--- config.mk ---
export PLATFORM = sky130hd
export DESIGN_NAME = ls_port_arbiter_flat
export DESIGN_NICKNAME = d
export VERILOG_FILES = /design/src/rtl/ls_port_arbiter_if.sv /design/src/rtl/ls_port_arbiter.sv /design/src/flat_wrapper.sv
export SDC_FILE = /design/constraint.sdc
export NUM_CORES = 1
export LEC_CHECK = 0
export CAP_MARGIN = 10
export CORE_AREA = 2 2 277 279
export DETAILED_ROUTE_END_ITERATION = 12
export DIE_AREA = 0 0 279 281
export GPL_TIMING_DRIVEN = 0
export PLACE_DENSITY_LB_ADDON = 0.3
export SETUP_SLACK_MARGIN = 0.05
export SYNTH_ARGS = -nofsm -noshare
export SYNTH_HDL_FRONTEND = slang
export SYNTH_SLANG_ARGS = --single-unit
export TNS_END_PERCENT = 1
--- constraint.sdc ---
create_clock -name clock -period 3.2 [get_ports clock]
set_input_delay 0.64 -clock clock [delete_from_list [all_inputs] [get_ports clock]]
set_output_delay 0.64 -clock clock [all_outputs]
set_load 0.05 [all_outputs]
--- src/rtl/ls_port_arbiter_if.sv ---
// Bus bundle between the local-store arbiter, its two requesters and the local-store macro.
// Signal names follow the arbiter's port list; the master side is the requester/memory environment.
interface ls_port_arbiter_if #(
  parameter int ADDR_W = 15,
  parameter int DATA_W = 128
);
  // Handshakes: dp_req/if_req are held with stable payload until accepted. A dp request is
  // accepted in any cycle where dp_req=1 and dp_stall=0; a fetch when if_gnt=1. rvalid lines are
  // single-cycle pulses with no back-pressure, one cycle after an accepted read.
  logic              dp_req;
  logic              dp_wr_en;
  logic [ADDR_W-1:0] dp_addr;
  logic [DATA_W-1:0] dp_wdata;
  logic              dp_stall;
  logic [DATA_W-1:0] dp_rdata;
  logic              dp_rvalid;
  logic              if_req;
  logic [ADDR_W-1:0] if_addr;
  logic              if_gnt;
  logic [DATA_W-1:0] if_rdata;
  logic              if_rvalid;
  logic              mem_en;
  logic              mem_wr_en;
  logic [ADDR_W-1:0] mem_addr;
  logic [DATA_W-1:0] mem_wdata;
  logic [DATA_W-1:0] mem_rdata;

  modport master (
    output dp_req, dp_wr_en, dp_addr, dp_wdata, if_req, if_addr, mem_rdata,
    input  dp_stall, dp_rdata, dp_rvalid, if_gnt, if_rdata, if_rvalid,
    input  mem_en, mem_wr_en, mem_addr, mem_wdata
  );

  modport slave (
    input  dp_req, dp_wr_en, dp_addr, dp_wdata, if_req, if_addr, mem_rdata,
    output dp_stall, dp_rdata, dp_rvalid, if_gnt, if_rdata, if_rvalid,
    output mem_en, mem_wr_en, mem_addr, mem_wdata
  );
endinterface

--- src/rtl/ls_port_arbiter.sv ---
// Local-store arbiter: odd-pipe data port wins by default, fetch is forced after STARVE_MAX
// consecutive denials. Read data returns one cycle after grant, steered by a registered tag.
module ls_port_arbiter #(
  parameter int ADDR_W     = 15,
  parameter int DATA_W     = 128,
  parameter int STARVE_MAX = 4
) (
  input  logic                 clock,
  input  logic                 reset,
  ls_port_arbiter_if.slave     bus,
  output logic                 o_dbg_state,
  output logic [3:0]           o_dbg_starve_cnt
);

  typedef enum logic {
    ST_ARB   = 1'b0,
    ST_FORCE = 1'b1
  } state_e;

  localparam logic [3:0] LP_MAX = 4'(STARVE_MAX);

  state_e            r_state;
  state_e            w_state_nxt;
  logic [3:0]        r_starve_cnt;
  logic [3:0]        w_starve_nxt;
  logic              w_dp_gnt;
  logic              w_if_gnt;
  logic              r_tag_valid;
  logic              r_tag_if;
  logic [DATA_W-1:0] r_dp_rdata;
  logic [DATA_W-1:0] r_if_rdata;
  logic [ADDR_W-1:0] w_sel_addr;
  logic              w_dp_rvalid;
  logic              w_if_rvalid;

  // Grants are masked while reset is low so nothing reaches the store during reset.
  always_comb begin
    w_dp_gnt    = 1'b0;
    w_if_gnt    = 1'b0;
    w_state_nxt = ST_ARB;
    if (reset) begin
      if (r_state == ST_FORCE && bus.if_req) begin
        w_if_gnt = 1'b1;
      end else if (bus.dp_req) begin
        w_dp_gnt = 1'b1;
      end else if (bus.if_req) begin
        w_if_gnt = 1'b1;
      end
      if (r_state == ST_ARB && bus.if_req && !w_if_gnt && r_starve_cnt >= LP_MAX - 4'd1) begin
        w_state_nxt = ST_FORCE;
      end
    end
  end

  always_comb begin
    w_starve_nxt = r_starve_cnt;
    if (!bus.if_req || w_if_gnt) begin
      w_starve_nxt = 4'd0;
    end else if (r_starve_cnt < LP_MAX) begin
      w_starve_nxt = r_starve_cnt + 4'd1;
    end
  end

  always_ff @(posedge clock or negedge reset) begin
    if (!reset) begin
      r_state      <= ST_ARB;
      r_starve_cnt <= 4'd0;
      r_tag_valid  <= 1'b0;
      r_tag_if     <= 1'b0;
      r_dp_rdata   <= '0;
      r_if_rdata   <= '0;
    end else begin
      r_state      <= w_state_nxt;
      r_starve_cnt <= w_starve_nxt;
      r_tag_valid  <= (w_dp_gnt & ~bus.dp_wr_en) | w_if_gnt;
      r_tag_if     <= w_if_gnt;
      if (w_dp_rvalid) r_dp_rdata <= bus.mem_rdata;
      if (w_if_rvalid) r_if_rdata <= bus.mem_rdata;
    end
  end

  assign w_sel_addr    = w_dp_gnt ? bus.dp_addr : (w_if_gnt ? bus.if_addr : '0);
  assign bus.mem_en    = w_dp_gnt | w_if_gnt;
  assign bus.mem_wr_en = w_dp_gnt & bus.dp_wr_en;
  // Low nibble dropped: accesses are always whole quadwords.
  assign bus.mem_addr  = w_sel_addr & {{(ADDR_W-4){1'b1}}, 4'b0000};
  assign bus.mem_wdata = w_dp_gnt ? bus.dp_wdata : '0;

  assign bus.dp_stall  = bus.dp_req & ~w_dp_gnt & reset;
  assign bus.if_gnt    = w_if_gnt;

  assign w_dp_rvalid   = r_tag_valid & ~r_tag_if;
  assign w_if_rvalid   = r_tag_valid & r_tag_if;
  assign bus.dp_rvalid = w_dp_rvalid;
  assign bus.if_rvalid = w_if_rvalid;
  assign bus.dp_rdata  = w_dp_rvalid ? bus.mem_rdata : r_dp_rdata;
  assign bus.if_rdata  = w_if_rvalid ? bus.mem_rdata : r_if_rdata;

  assign o_dbg_state      = r_state;
  assign o_dbg_starve_cnt = r_starve_cnt;

endmodule

--- src/flat_wrapper.sv ---
// flat-port wrapper written by rule: the top's interface ports become plain ports
module ls_port_arbiter_flat 
#(
  parameter int ADDR_W     = 15,
  parameter int DATA_W     = 128,
  parameter int STARVE_MAX = 4
)
  (clock, reset, o_dbg_state, o_dbg_starve_cnt, bus_dp_req, bus_dp_wr_en, bus_dp_addr, bus_dp_wdata, bus_if_req, bus_if_addr, bus_mem_rdata, bus_dp_stall, bus_dp_rdata, bus_dp_rvalid, bus_if_gnt, bus_if_rdata, bus_if_rvalid, bus_mem_en, bus_mem_wr_en, bus_mem_addr, bus_mem_wdata);
  ls_port_arbiter_if #(.ADDR_W(ADDR_W), .DATA_W(DATA_W)) bus_i ();
  input  logic clock;
  input  logic reset;
  output logic o_dbg_state;
  output logic [3:0] o_dbg_starve_cnt;
  input wire logic [$bits(bus_i.dp_req)-1:0] bus_dp_req;
  input wire logic [$bits(bus_i.dp_wr_en)-1:0] bus_dp_wr_en;
  input wire logic [$bits(bus_i.dp_addr)-1:0] bus_dp_addr;
  input wire logic [$bits(bus_i.dp_wdata)-1:0] bus_dp_wdata;
  input wire logic [$bits(bus_i.if_req)-1:0] bus_if_req;
  input wire logic [$bits(bus_i.if_addr)-1:0] bus_if_addr;
  input wire logic [$bits(bus_i.mem_rdata)-1:0] bus_mem_rdata;
  output wire logic [$bits(bus_i.dp_stall)-1:0] bus_dp_stall;
  output wire logic [$bits(bus_i.dp_rdata)-1:0] bus_dp_rdata;
  output wire logic [$bits(bus_i.dp_rvalid)-1:0] bus_dp_rvalid;
  output wire logic [$bits(bus_i.if_gnt)-1:0] bus_if_gnt;
  output wire logic [$bits(bus_i.if_rdata)-1:0] bus_if_rdata;
  output wire logic [$bits(bus_i.if_rvalid)-1:0] bus_if_rvalid;
  output wire logic [$bits(bus_i.mem_en)-1:0] bus_mem_en;
  output wire logic [$bits(bus_i.mem_wr_en)-1:0] bus_mem_wr_en;
  output wire logic [$bits(bus_i.mem_addr)-1:0] bus_mem_addr;
  output wire logic [$bits(bus_i.mem_wdata)-1:0] bus_mem_wdata;
  assign bus_i.dp_req = bus_dp_req;
  assign bus_i.dp_wr_en = bus_dp_wr_en;
  assign bus_i.dp_addr = bus_dp_addr;
  assign bus_i.dp_wdata = bus_dp_wdata;
  assign bus_i.if_req = bus_if_req;
  assign bus_i.if_addr = bus_if_addr;
  assign bus_i.mem_rdata = bus_mem_rdata;
  assign bus_dp_stall = bus_i.dp_stall;
  assign bus_dp_rdata = bus_i.dp_rdata;
  assign bus_dp_rvalid = bus_i.dp_rvalid;
  assign bus_if_gnt = bus_i.if_gnt;
  assign bus_if_rdata = bus_i.if_rdata;
  assign bus_if_rvalid = bus_i.if_rvalid;
  assign bus_mem_en = bus_i.mem_en;
  assign bus_mem_wr_en = bus_i.mem_wr_en;
  assign bus_mem_addr = bus_i.mem_addr;
  assign bus_mem_wdata = bus_i.mem_wdata;
  ls_port_arbiter #(.ADDR_W(ADDR_W), .DATA_W(DATA_W), .STARVE_MAX(STARVE_MAX)) u_core (.clock(clock), .reset(reset), .bus(bus_i), .o_dbg_state(o_dbg_state), .o_dbg_starve_cnt(o_dbg_starve_cnt));
endmodule
==> flow_metrics.env <==
export IMPL_cts_tree="done"
export IMPL_clock_skew_ns=0.0152
export IMPL_yosysUniqueCellTypes=27
export IMPL_vias=8947
export IMPL_antenna_found_initial=20
export IMPL_ys_seq_elements=263
export IMPL_max_vdd_ir_drop_mv=0.362
export IMPL_h_tree_depth=1
export IMPL_die_h_um=281
export IMPL_clk_path_buf_depth=3
export IMPL_start_util_pct=14.5
export IMPL_final_layout_size_suffix_gt1_share_pct=28.8
export IMPL_pin_count=701
export IMPL_wl_per_cell_um=23.7
export IMPL_rows=101
export IMPL_tightestPinTransition_ns=0.654
export IMPL_slew_headroom_pct=56.4
export IMPL_power_leakage_nw=8.66
export IMPL_nets=1754
export IMPL_hold_viol=0
export IMPL_fin_ws_ns=0.0528
export IMPL_crit_type="reg -> out"
export IMPL_synth_area_leaders="dfrtp_1, mux2_2, mux2_1"
export IMPL_drc=0
export IMPL_status="completed"
export IMPL_finalSetupViolCount=0
export IMPL_endpoint_kind="output port"
export IMPL_dpl_worst_slack_ns=-1.30
export IMPL_fin_crit_sh_pct=98.3
export IMPL_grt_max_degree=109
export IMPL_critical_path_arrival_ns=2.51
export IMPL_drv_slew=0
export IMPL_rsz0062_at_grt="yes"
export IMPL_synth_largest_area_cell="dfrtp_1"
export IMPL_post_cts_buffers=0
export IMPL_grt_usage_pct=14.3
export IMPL_numPortBuffers=688
export IMPL_insertion_delay_ns=0.59
export IMPL_fmax_ghz=0.318
export IMPL_switching_power_w=0.00594
export IMPL_syn_avg_cell_area_um2=14.9
export IMPL_cts_buffers=31
export IMPL_p_sw_share_pct=42.6
export IMPL_hold_path_class="in -> async"
export IMPL_coreArea_mm2=0.0754
export IMPL_gp_congestion=0.943
export IMPL_cts_root_buf="clkbuf_16"
export IMPL_antenna_left=0
export IMPL_die_x_um=279
export IMPL_first_iter_violations=216
export IMPL_dieArea_mm2=0.0784
export IMPL_clkPwrFrac_pct=26.9
export IMPL_p_seq_share_pct=30.5
export IMPL_intPower_w=0.00800
export IMPL_fin_crit_ns=3.15
export IMPL_placedCellCount=2404
export IMPL_netlist_area_mm2=0.0109
export IMPL_powerDensity_mw_per_mm2=713
export IMPL_drt_pass1_iterations=4
export IMPL_grt_ovfl_total=0
export IMPL_instances_no_fill=2471
export IMPL_seq_area_frac_synth_pct=60.3
export IMPL_cp_start_kind="flop"
export IMPL_finalWirelength_um=58500
export IMPL_hpwl_um=48900
export IMPL_path_clk_slew_ns=0.06
export IMPL_viasPerCell=3.62
export IMPL_grt_pass1_wl_um=78700
export IMPL_synth_top_area_share_pct=60.3
export IMPL_path_max_fanout=10
export IMPL_netlist_instances=733
export IMPL_crit_required_ns=2.56
export IMPL_grt_pass1_vias=9901
export IMPL_maxCapViolations=0
export IMPL_area_growth_pct=79.0
export IMPL_place_area_mm2=0.0191
export IMPL_cts_sinks=263
export IMPL_fin_area_mm2=0.0196
export IMPL_yosys_warnings=0
export IMPL_combPwrFrac_pct=42.7
-- through the flow --
stage | util [%] | setup TNS [ns] | power, W | hold slack, ns
global placement | 25.2 | -4256.97 | 0.0109 | 0.467
floorplan | - | 0 | 0.00836 | 0.344
CTS | 26.0 | -0.777 | 0.0142 | 0.0236
global route | 25.9 | -3.34 | 0.0145 | 0.0323
finish | 25.9 | 0 | 0.0139 | 0.0672
detailed placement | 25.3 | -134.75 | 0.0109 | 0.469
-- cells in the final DEF (no fill, tap or decap), types with 7 or more instances in the layout --
master           instances
clkdlybuf4s50_1        288
dfrtp_1                263
dlygate4sd2_1          216
mux2_2                 136
and2_1                 129
mux2_1                 120
buf_2                   76
clkdlybuf4s15_2         41
clkbuf_2                39
clkbuf_16               31
buf_6                   28
clkbuf_4                26
buf_4                   14
a22o_1                  11
clkinv_2                 7
-- path summary, 6_finish.rpt --
check                      slack (ns)                      to             startpoint  depth (start not counted)
setup / recovery                 0.05        bus_dp_rdata[92]        u_core.r_tag_if                          5
hold / removal                   0.07   u_core.r_dp_rdata[42]                  reset                          2
setup reg to reg                 1.57   u_core.r_dp_rdata[88]        u_core.r_tag_if                          4
hold reg to reg                  0.48   u_core.r_if_rdata[97]  u_core.r_if_rdata[97]                          1
max in group asynchronous        2.53  u_core.r_dp_rdata[127]                  reset                          2
min in group clock               0.48   u_core.r_if_rdata[97]  u_core.r_if_rdata[97]                          1
-- timing repair --
item / CTS / global route
hold endpoints to repair: 44 / 0
gates resized for setup: 940 / 105
hold buffers: 1 / 0
setup endpoints to repair: 401 / 212
gates cloned: 2 / 0
-- Yosys cell counts (all sizes together) --
master,number
ha,1
clkbuf,13
a21oi,3
xnor2,1
a22o,11
dfrtp,263
and2,129
inv,3
o21ai,1
and3,1
nand2b,1
nor2b,1
nor2,4
nand2,3
buf,35
o21a,2
nor3,1
a21bo,1
and4,1
nor4b,1
conb,1
mux2,256
-- worst max-delay path: stages, from the launching register on --
cell	delay (ns)
dfrtp_1	0.38
nor2b_2	0.24
buf_12	0.24
buf_6	0.22
mux2_2	0.37
dlygate4sd2_1	0.43
-- power groups by stage --
stage | Combinational [W] | Sequential [W] | Clock, W
5_1_grt | 0.00618 | 0.00432 | 0.00405
6_report | 0.00595 | 0.00425 | 0.00374
3_5_place_dp | 0.00659 | 0.00431 | 0
3_3_place_gp | 0.00655 | 0.00430 | 0
4_1_cts | 0.00605 | 0.00425 | 0.00391
2_1_floorplan | 0.00410 | 0.00426 | 0
-- final cells by class --
| type | count | area (um^2) |
|---|---|---|
| Antenna cell | 6 | 15.0 |
| Tap cell | 978 | 1220 |
| Clock buffer | 40 | 870 |
| Sequential cell | 263 | 6580 |
| Timing Repair Buffer | 693 | 6250 |
| Clock inverter | 18 | 213 |
| Inverter | 3 | 11.3 |
| Multi-Input combinational cell | 422 | 3950 |
| Fill cell | 7970 | 55900 |
| Buffer | 48 | 438 |
-- layer usage --
layer	up-vias	part of all wire [%]	GRT usage (%)
li1	3981	-	-
met5	-	0.051	0
met1	4415	33	13.4
met4	4	5.2	6.93
met2	438	55	28.1
met3	109	7.1	4.00
-- cell families after synthesis --
family	count (synthesis)	synth area share [%]
buf+inv	51	3.76
fa+ha+maj	1	0.115
simple gates	142	8.03
other cells	1	0.0343
xor+xnor	1	0.0802
mux	256	26.4
flops	263	60.3
compound gates	18	1.33
-- registers in the layout, summed over array words and instances, names as in the netlist --
name / flops
u_core.r_if_rdata: 128
u_core.o_dbg_state: 1
u_core.o_dbg_starve_cnt: 4
u_core.r_tag_valid: 1
u_core.r_tag_if: 1
u_core.r_dp_rdata: 128
(Power assumes the default switching activity.)
